==> config.mk <==
export PLATFORM = sky130hd
export DESIGN_NAME = data_mem_handler
export DESIGN_NICKNAME = d
export VERILOG_FILES = /design/src/rtl/mem_pkg.sv /design/src/rtl/byte_lane_steer.sv /design/src/rtl/data_mem_handler.sv
export SDC_FILE = /design/constraint.sdc
export NUM_CORES = 1
export LEC_CHECK = 0
export BUFFER_PORTS_ARGS = -buffer_cell sky130_fd_sc_hd__buf_4
export CAP_MARGIN = 20
export CORE_MARGIN = 2
export CORE_UTILIZATION = 45
export CTS_CLUSTER_DIAMETER = 120
export DETAILED_ROUTE_END_ITERATION = 8
export PLACE_DENSITY = 0.76
export SETUP_SLACK_MARGIN = 0.4
export SYNTH_ARGS = -nofsm -noshare
export SYNTH_HDL_FRONTEND = slang
export SYNTH_SLANG_ARGS = --single-unit
==> constraint.sdc <==
create_clock -name clk -period 4.5 [get_ports clk]
set_input_delay 0.225 -clock clk [delete_from_list [all_inputs] [get_ports clk]]
set_output_delay 0.225 -clock clk [all_outputs]
set_load 0.05 [all_outputs]
==> src/rtl/mem_pkg.sv <==
// Shared types and byte-enable constants for the data-memory handler.
package mem_pkg;

    typedef enum logic [1:0] {
        IDLE,
        READ,
        WRITE,
        DONE
    } mem_state_t;

    localparam logic [3:0] SEL_WORD  = 4'b1111;
    localparam logic [3:0] SEL_BYTE0 = 4'b0001;

endpackage

==> src/rtl/byte_lane_steer.sv <==
// Byte-lane steering: store byte enables/replicated data and lb sign extension.
// Purely combinational; no latency, no flow control.
import mem_pkg::*;

module byte_lane_steer (
    input  logic [1:0]  lane,
    input  logic        is_write,
    input  logic        load_byte,
    input  logic        store_byte,
    input  logic [31:0] write_data,
    input  logic [31:0] bus_rdata,
    output logic [3:0]  bus_sel,
    output logic [31:0] bus_wdata,
    output logic [31:0] load_val
);

    logic       byte_op;
    logic [7:0] rbyte;

    always_comb begin
        byte_op   = is_write ? store_byte : load_byte;
        bus_sel   = byte_op ? (SEL_BYTE0 << lane) : SEL_WORD;
        bus_wdata = store_byte ? {4{write_data[7:0]}} : write_data;
        rbyte     = bus_rdata[8*lane +: 8];
        load_val  = load_byte ? {{24{rbyte[7]}}, rbyte} : bus_rdata;
    end

endmodule

==> src/rtl/data_mem_handler.sv <==
// Memory-stage load/store bus sequencer: min 3 cycles (request, strobe, done),
// stalls upstream until bus_ack or TIMEOUT strobe cycles elapse.
import mem_pkg::*;

module data_mem_handler #(
    parameter int ADDR_W  = 32,
    parameter int DATA_W  = 32,
    parameter int TIMEOUT = 16
) (
    input  logic              clk,
    input  logic              rst,
    input  logic              read_mem,
    input  logic              write_mem,
    input  logic              load_byte,
    input  logic              store_byte,
    input  logic [ADDR_W-1:0] addr,
    input  logic [DATA_W-1:0] write_data,
    output logic [DATA_W-1:0] reg_data_out,
    output logic              stall,
    output logic              bus_error,
    output logic [ADDR_W-1:0] bus_addr,
    output logic [DATA_W-1:0] bus_wdata,
    output logic [3:0]        bus_sel,
    output logic              bus_read,
    output logic              bus_write,
    input  logic [DATA_W-1:0] bus_rdata,
    input  logic              bus_ack
);

    localparam int            CW   = $clog2(TIMEOUT);
    localparam logic [CW-1:0] LAST = CW'(TIMEOUT - 1);

    mem_state_t    state, state_nxt;
    logic [CW-1:0] cnt;
    logic [1:0]    lane_q, lane;
    logic          lb_q, lb;
    logic          timeout;
    logic [3:0]    sel_w;
    logic [31:0]   wdata_w;
    logic [31:0]   load_val;

    // Lane/width come from live inputs while accepting, from the latched copy afterwards.
    assign lane    = (state == IDLE) ? addr[1:0] : lane_q;
    assign lb      = (state == IDLE) ? load_byte : lb_q;
    assign timeout = (cnt == LAST);

    byte_lane_steer u_steer (
        .lane       (lane),
        .is_write   (write_mem),
        .load_byte  (lb),
        .store_byte (store_byte),
        .write_data (write_data),
        .bus_rdata  (bus_rdata),
        .bus_sel    (sel_w),
        .bus_wdata  (wdata_w),
        .load_val   (load_val)
    );

    always_ff @(posedge clk or posedge rst) begin
        if (rst) state <= IDLE;
        else     state <= state_nxt;
    end

    always_comb begin
        state_nxt = state;
        stall     = 1'b0;
        case (state)
            IDLE: begin
                stall = read_mem | write_mem;
                if (write_mem)     state_nxt = WRITE;
                else if (read_mem) state_nxt = READ;
            end
            READ, WRITE: begin
                stall = 1'b1;
                if (bus_ack || timeout) state_nxt = DONE;
            end
            default: state_nxt = IDLE;
        endcase
        if (rst) stall = 1'b0;
    end

    always_ff @(posedge clk or posedge rst) begin
        if (rst) begin
            cnt          <= '0;
            lane_q       <= '0;
            lb_q         <= 1'b0;
            bus_addr     <= '0;
            bus_wdata    <= '0;
            bus_sel      <= '0;
            bus_read     <= 1'b0;
            bus_write    <= 1'b0;
            bus_error    <= 1'b0;
            reg_data_out <= '0;
        end else begin
            bus_error <= 1'b0;
            case (state)
                IDLE: begin
                    cnt <= '0;
                    if (write_mem || read_mem) begin
                        bus_addr  <= {addr[ADDR_W-1:2], 2'b00};
                        bus_wdata <= wdata_w;
                        bus_sel   <= sel_w;
                        bus_write <= write_mem;
                        bus_read  <= ~write_mem;
                        lane_q    <= addr[1:0];
                        lb_q      <= load_byte;
                    end
                end
                READ, WRITE: begin
                    if (bus_ack) begin
                        bus_read  <= 1'b0;
                        bus_write <= 1'b0;
                        cnt       <= '0;
                        if (state == READ) reg_data_out <= load_val;
                    end else if (timeout) begin
                        bus_read     <= 1'b0;
                        bus_write    <= 1'b0;
                        bus_error    <= 1'b1;
                        reg_data_out <= '0;
                        cnt          <= '0;
                    end else begin
                        cnt <= cnt + 1'b1;
                    end
                end
                default: ;
            endcase
        end
    end

endmodule

==> results.sh, run 1 <==
export IMPL_path_clk_slew_ns=0.10
export IMPL_cp_end_kind="register"
export IMPL_yosys_warnings=0
export IMPL_wl_per_cell_um=16.5
export IMPL_tightest_slew_ns=1.06
export IMPL_final_antenna_net_count=0
export IMPL_slew_headroom=0.292
export IMPL_grt_max_degree=89
export IMPL_synth_top_area_share=0.562
export IMPL_power_per_cell_area_nw_per_um2=871
export IMPL_clock_latency_ns=0.39
export IMPL_synth_top_area_cell="dfrtp_1"
export IMPL_start_kind="register"
export IMPL_synth_edf_count=0
export IMPL_place_gp_congestion=0.858
export IMPL_root_buffer="clkbuf_8"
export IMPL_hp_class="in -> reg"
export IMPL_worstRegToRegCells=6
export IMPL_critical_path_required_ns=4.71
export IMPL_io_pins=207
export IMPL_syn_cell_area_um2=4890
export IMPL_p_leak_nw=3.49
export IMPL_ys_seq_elements=110
export IMPL_reg2reg_from="state[1]"
export IMPL_hold_viol=0
export IMPL_vias=4357
export IMPL_fin_skew_ns=0.0104
export IMPL_async_reset_ff_frac=1.00
export IMPL_cts_buffers=9
export IMPL_synth_fa_ha_area_frac=0.0102
export IMPL_yosysMostFrequentCell="nand2_1"
export IMPL_switchingPower_mw=3.11
export IMPL_dpl_cell_count=819
export IMPL_fin_setup_tns_ns=0
export IMPL_reg2reg_to="reg_data_out[30]"
export IMPL_setup_worst_path_start="state[1]"
export IMPL_hold_worst_slack_ns=0.0224
export IMPL_synth_cell_type_count=45
export IMPL_synth_area_leaders="dfrtp_1, nand2_1, mux2i_1, o21ai_0, a22oi_1"
export IMPL_seq_area_frac_synth=0.562
export IMPL_critPathArrivalTime_ns=3.06
export IMPL_switching_share=0.535
export IMPL_syn_inst=504
export IMPL_max_vdd_ir_drop_mv=0.513
export IMPL_hold_path_depth=3
export IMPL_cts_tree="done"
export IMPL_antenna_found_initial=0
export IMPL_synthXorXnorAreaFrac=0
export IMPL_die_area_um2=11700
export IMPL_track_usage=0.237
export IMPL_cts_repair_resized=0
export IMPL_p_int_mw=2.70
export IMPL_dp_hpwl_um=9810
export IMPL_synth_ff_type="dfrtp_1"
export IMPL_p_total_mw=5.81
export IMPL_std_cell_rows=38
export IMPL_drtPass1Iterations=5
export IMPL_core_area_um2=10700
export IMPL_yosys_top_cells_count="nand2_1, dfrtp_1, o21ai_0, mux2i_1, a22oi_1"
export IMPL_slew_viol_final=0
export IMPL_period_share=0.633
export IMPL_cts_sinks=110
export IMPL_drc=0
export IMPL_ctsHoldBuffers=0
export IMPL_grt_pass1_vias=4296
export IMPL_routed_wl_um=13800
export IMPL_drt_iter0_markers=348
export IMPL_status="completed"
export IMPL_crit_end="reg_data_out[30]"
export IMPL_nets=797
export IMPL_n_antenna_cell=0
export IMPL_start_util=0.456
export IMPL_die_h_um=108
export IMPL_finalNonFillerCells=835
export IMPL_area_growth_pct=36.2
export IMPL_maxCapViolations=0
export IMPL_critical_path_class="reg -> reg"
export IMPL_drive_above_1_share=0.332
export IMPL_combPwrFrac=0.606
export IMPL_vias_per_cell=5.22
export IMPL_postSynthAreaPerCell_um2=9.71
export IMPL_pwr_share_clk=0.097
export IMPL_die_x_um=108
export IMPL_pwr_share_seq=0.297
export IMPL_clock_path_buffers=2
export IMPL_rrSetupSlack_ns=1.65
export IMPL_synthSimpleGateAreaFrac=0.156
export IMPL_synth_mux_area_frac=0.0744
export IMPL_crit_path_max_fanout=25
export IMPL_grt_pass1_wl_um=21400
export IMPL_h_tree_depth=3
export IMPL_overflow=0
export IMPL_period_minus_slack_ns=2.85
export IMPL_synth_compound_area_share=0.159
export IMPL_post_cts_setup_buffers=0
export IMPL_synth_top_family_by_area="compound AO/OA/AOI/OAI gates"
export IMPL_rsz0062_at_grt="no"
export IMPL_setup_viol=0
export IMPL_fin_util=0.621
export IMPL_fmax_ghz=0.351
export IMPL_port_buffers=204
## cell type report
type | count | area (um^2)
tap | 140 | 175
inverter | 6 | 25.0
multi-input combinational | 356 | 1980
clock buffer | 10 | 138
fill | 937 | 4080
clock inverter | 6 | 43.8
sequential | 110 | 2750
timing repair buffer | 207 | 1550
## metrics by stage
step / worst slack (ns) / area (um^2)
floorplan: 1.37 / 4900
global placement: 1.87 / 6490
detailed placement: 1.73 / 6490
CTS: 1.70 / 6670
global route: 1.37 / 6670
finish: 1.65 / 6670
## critical path, cell delays in order, from the launching register on
cell	delay (ns)
dfrtp_1	0.41
inv_1	0.09
ha_1	0.66
and3b_1	0.32
a31oi_1	0.07
o221ai_2	0.83
o21ai_0	0.29
## power by group through the flow
| stage | clock network [mW] | registers (mW) | logic (mW) |
|---|---|---|---|
| 3_5_place_dp | 0 | 1.73 | 3.54 |
| 4_1_cts | 0.582 | 1.72 | 3.53 |
| 3_3_place_gp | 0 | 1.72 | 3.46 |
| 2_1_floorplan | 0 | 3.15 | 1.05 |
| 5_1_grt | 0.617 | 1.78 | 3.75 |
| 6_report | 0.565 | 1.72 | 3.52 |
## placed cells by master, fill, tap and decap left out, types with 2 or more instances in the layout
cell type and instances:
nor2b_1 2, nor2_1 6, conb_1 2, inv_6 2, dfrtp_1 110, a2bb2o_1 6, clkbuf_8 10, nand3_1 4
clkinv_2 2, nand2_1 166, a21oi_1 4, a211oi_1 2, ha_1 4, a31oi_1 3, mux2i_1 33, nor3_1 2
buf_4 207, o21ai_0 56, nand2b_1 2, inv_1 4, o22a_1 2, a21o_1 3, o21ai_1 15, a22oi_1 25
## worst min path at each step
stage                   from           end  slack, ns
floorplan           addr[10]  bus_addr[10]       0.33
finish              addr[22]  bus_addr[22]       0.02
detailed placement  addr[12]  bus_addr[12]       0.42
global route        addr[12]  bus_addr[12]      0.005
global placement    addr[22]  bus_addr[22]       0.41
CTS                 addr[22]  bus_addr[22]      0.006
## routing by layer
layer	global-route usage	share of wire	wire length [um]	up-vias
met5	0	0	0	-
li1	-	-	-	2092
met4	0.0797	0.023	316	0
met3	0.0681	0.060	829	24
met2	0.387	0.48	6680	162
met1	0.303	0.43	5980	2079
## kinds of logic (layout without fill, tap and decap cells)
family                     Yosys count  in the layout
AOI/OAI and AO/OA                  125            125
buffers and inverters               39            229
and+or+nand+nor                    190            190
DFF                                110            110
adders and majority gates            4              4
other                                1              2
muxes                               35             35
## sequential cells by signal, indices dropped and copies added (netlist names)
| signal | count |
|---|---|
| state | 2 |
| lane_q | 2 |
| bus_error | 1 |
| lb_q | 1 |
| cnt | 4 |
| bus_wdata | 32 |
| bus_read | 1 |
| bus_write | 1 |
| bus_sel | 4 |
| reg_data_out | 32 |
| bus_addr | 30 |
(Power assumes the default switching activity.)
==> inputs of run 2 (changes only) <==
Clock period 4.5 ns to 2.9 ns, I/O delays scaled along.
==> results.sh, run 2 (synthesis gave the netlist of run 1 again) <==
export IMPL_status="completed"
export IMPL_clock_path_buffers=2
export IMPL_grt_pass1_wl_um=22700
export IMPL_antenna_found_initial=0
export IMPL_slew_viol_final=0
export IMPL_die_x_um=108
export IMPL_cp_end_kind="register"
export IMPL_grt_max_degree=63
export IMPL_dp_hpwl_um=10000
export IMPL_rsz0062_at_grt="no"
export IMPL_hold_viol=0
export IMPL_path_clk_slew_ns=0.10
export IMPL_critical_path_class="reg -> reg"
export IMPL_clock_latency_ns=0.36
export IMPL_cts_tree="done"
export IMPL_fmax_ghz=0.451
export IMPL_core_area_um2=10700
export IMPL_start_kind="register"
export IMPL_routed_wl_um=14500
export IMPL_fin_setup_tns_ns=0
export IMPL_slew_headroom=0.432
export IMPL_crit_path_max_fanout=62
export IMPL_drt_iter0_markers=297
export IMPL_grt_pass1_vias=4539
export IMPL_post_cts_setup_buffers=0
export IMPL_grtUsageMet2=0.427
export IMPL_start_util=0.456
export IMPL_grt_util_met1=0.315
export IMPL_mostFrequentLayoutCells="buf_4, nand2_1, dfrtp_1"
export IMPL_slowest_delay_ns=0.48
export IMPL_wl_per_cell_um=16.6
export IMPL_port_buffers=204
export IMPL_h_tree_depth=3
export IMPL_die_area_um2=11700
export IMPL_drc=0
export IMPL_crit_path_cell_trace="inv_1 > ha_1 > buf_4 > o21ai_4 > buf_4 > buf_4 > nand2_1 > nand2_1"
export IMPL_drive_above_1_share=0.323
export IMPL_tightest_slew_ns=0.843
export IMPL_period_minus_slack_ns=2.22
export IMPL_fin_skew_ns=0.00697
export IMPL_die_h_um=108
export IMPL_period_share=0.765
export IMPL_maxCapViolations=0
export IMPL_drtPass1Iterations=4
export IMPL_met3_usage=0.0555
export IMPL_max_vdd_ir_drop_mv=0.817
export IMPL_top_usage_layer="met2"
export IMPL_root_buffer="clkbuf_8"
export IMPL_overflow=0
export IMPL_p_leak_nw=3.68
export IMPL_n_fill_cell=895
export IMPL_fin_util=0.660
export IMPL_setup_viol=0
export IMPL_cts_buffers=9
export IMPL_critPathArrivalTime_ns=2.53
export IMPL_cp_slowest_cell="buf_4"
export IMPL_place_gp_congestion=0.863
export IMPL_io_pins=207
export IMPL_power_per_cell_area_nw_per_um2=1290
export IMPL_std_cell_rows=38
export IMPL_vias=4547
export IMPL_rrSetupSlack_ns=0.68
export IMPL_area_growth_pct=45.0
export IMPL_n_antenna_cell=0
export IMPL_final_antenna_net_count=0
export IMPL_track_usage=0.252
export IMPL_critical_path_required_ns=3.21
export IMPL_vias_per_cell=5.19
export IMPL_top_regs="bus_wdata: 32 flops, reg_data_out: 32 flops, bus_addr: 30 flops"
export IMPL_nets=839
export IMPL_crit_top_cell="buf_4"
export IMPL_ff_latch_area_um2=2750
export IMPL_hp_class="in -> reg"
export IMPL_multi_input_area_um2=1990
export IMPL_cts_sinks=110
export IMPL_final_common_cell="buf_4"
-- run 2: cell type report --
type                    instances  share of cell area
well taps                     140              0.0247
repair buffers                249               0.277
inverters                       6             0.00370
clock buffers                  12              0.0233
clock inverters                 3             0.00264
multi-input cells             356               0.281
flip-flops and latches        110               0.388
-- run 2: per-layer routing --
metal | share of wire | vias to the layer above | routed length, um
li1 | - | 2172 | -
met1 | 0.40 | 2169 | 5860
met2 | 0.51 | 174 | 7420
met3 | 0.060 | 32 | 867
met4 | 0.025 | 0 | 369
met5 | 0 | - | 0
-- run 2: path summary, 6_finish.rpt --
path | start | depth (start not counted) | end
worst max-delay path | state[1] | 8 | bus_addr[22]
worst min-delay path | write_data[7] | 3 | bus_wdata[7]
worst max register to register | state[1] | 8 | bus_addr[22]
worst min register to register | bus_wdata[2] | 2 | bus_wdata[2]
max in group asynchronous | rst | 4 | bus_addr[9]
min in group asynchronous | rst | 3 | reg_data_out[17]
-- run 2: metrics by stage --
step	hold slack [ns]	setup slack [ns]	std cells	cell area, um^2	total power, mW
after floorplan	0.250	0.461	505	4900	6.51
after global placement	0.334	0.577	827	6560	8.13
after detailed placement	0.338	0.492	827	6560	8.25
after CTS	0.0000682	0.462	876	7090	9.16
after global routing	0.00626	0.474	876	7100	9.67
final	0.0247	0.682	876	7100	9.14
-- run 2: critical path, delay by kind of cell, from the launching register on --
family	cells	cell delay [ns]
adders and majority gates	1	0.29
AOI/OAI and AO/OA	1	0.07
and+or+nand+nor	2	0.19
DFF	1	0.39
buffers and inverters	4	1.18
-- run 2: power by group --
part	internal (mW)	leakage (nW)	total, mW	switching, mW
logic	1.70	2.21	5.60	3.90
clock network	0.378	0.0982	0.872	0.495
registers	2.24	1.37	2.67	0.433
-- run 2: repair_timing --
item / CTS / global route
hold endpoints to repair: 67 / 0
endpoints found under the setup margin: 0 / 25
hold buffers: 34 / 0
gates resized for setup: 0 / 1
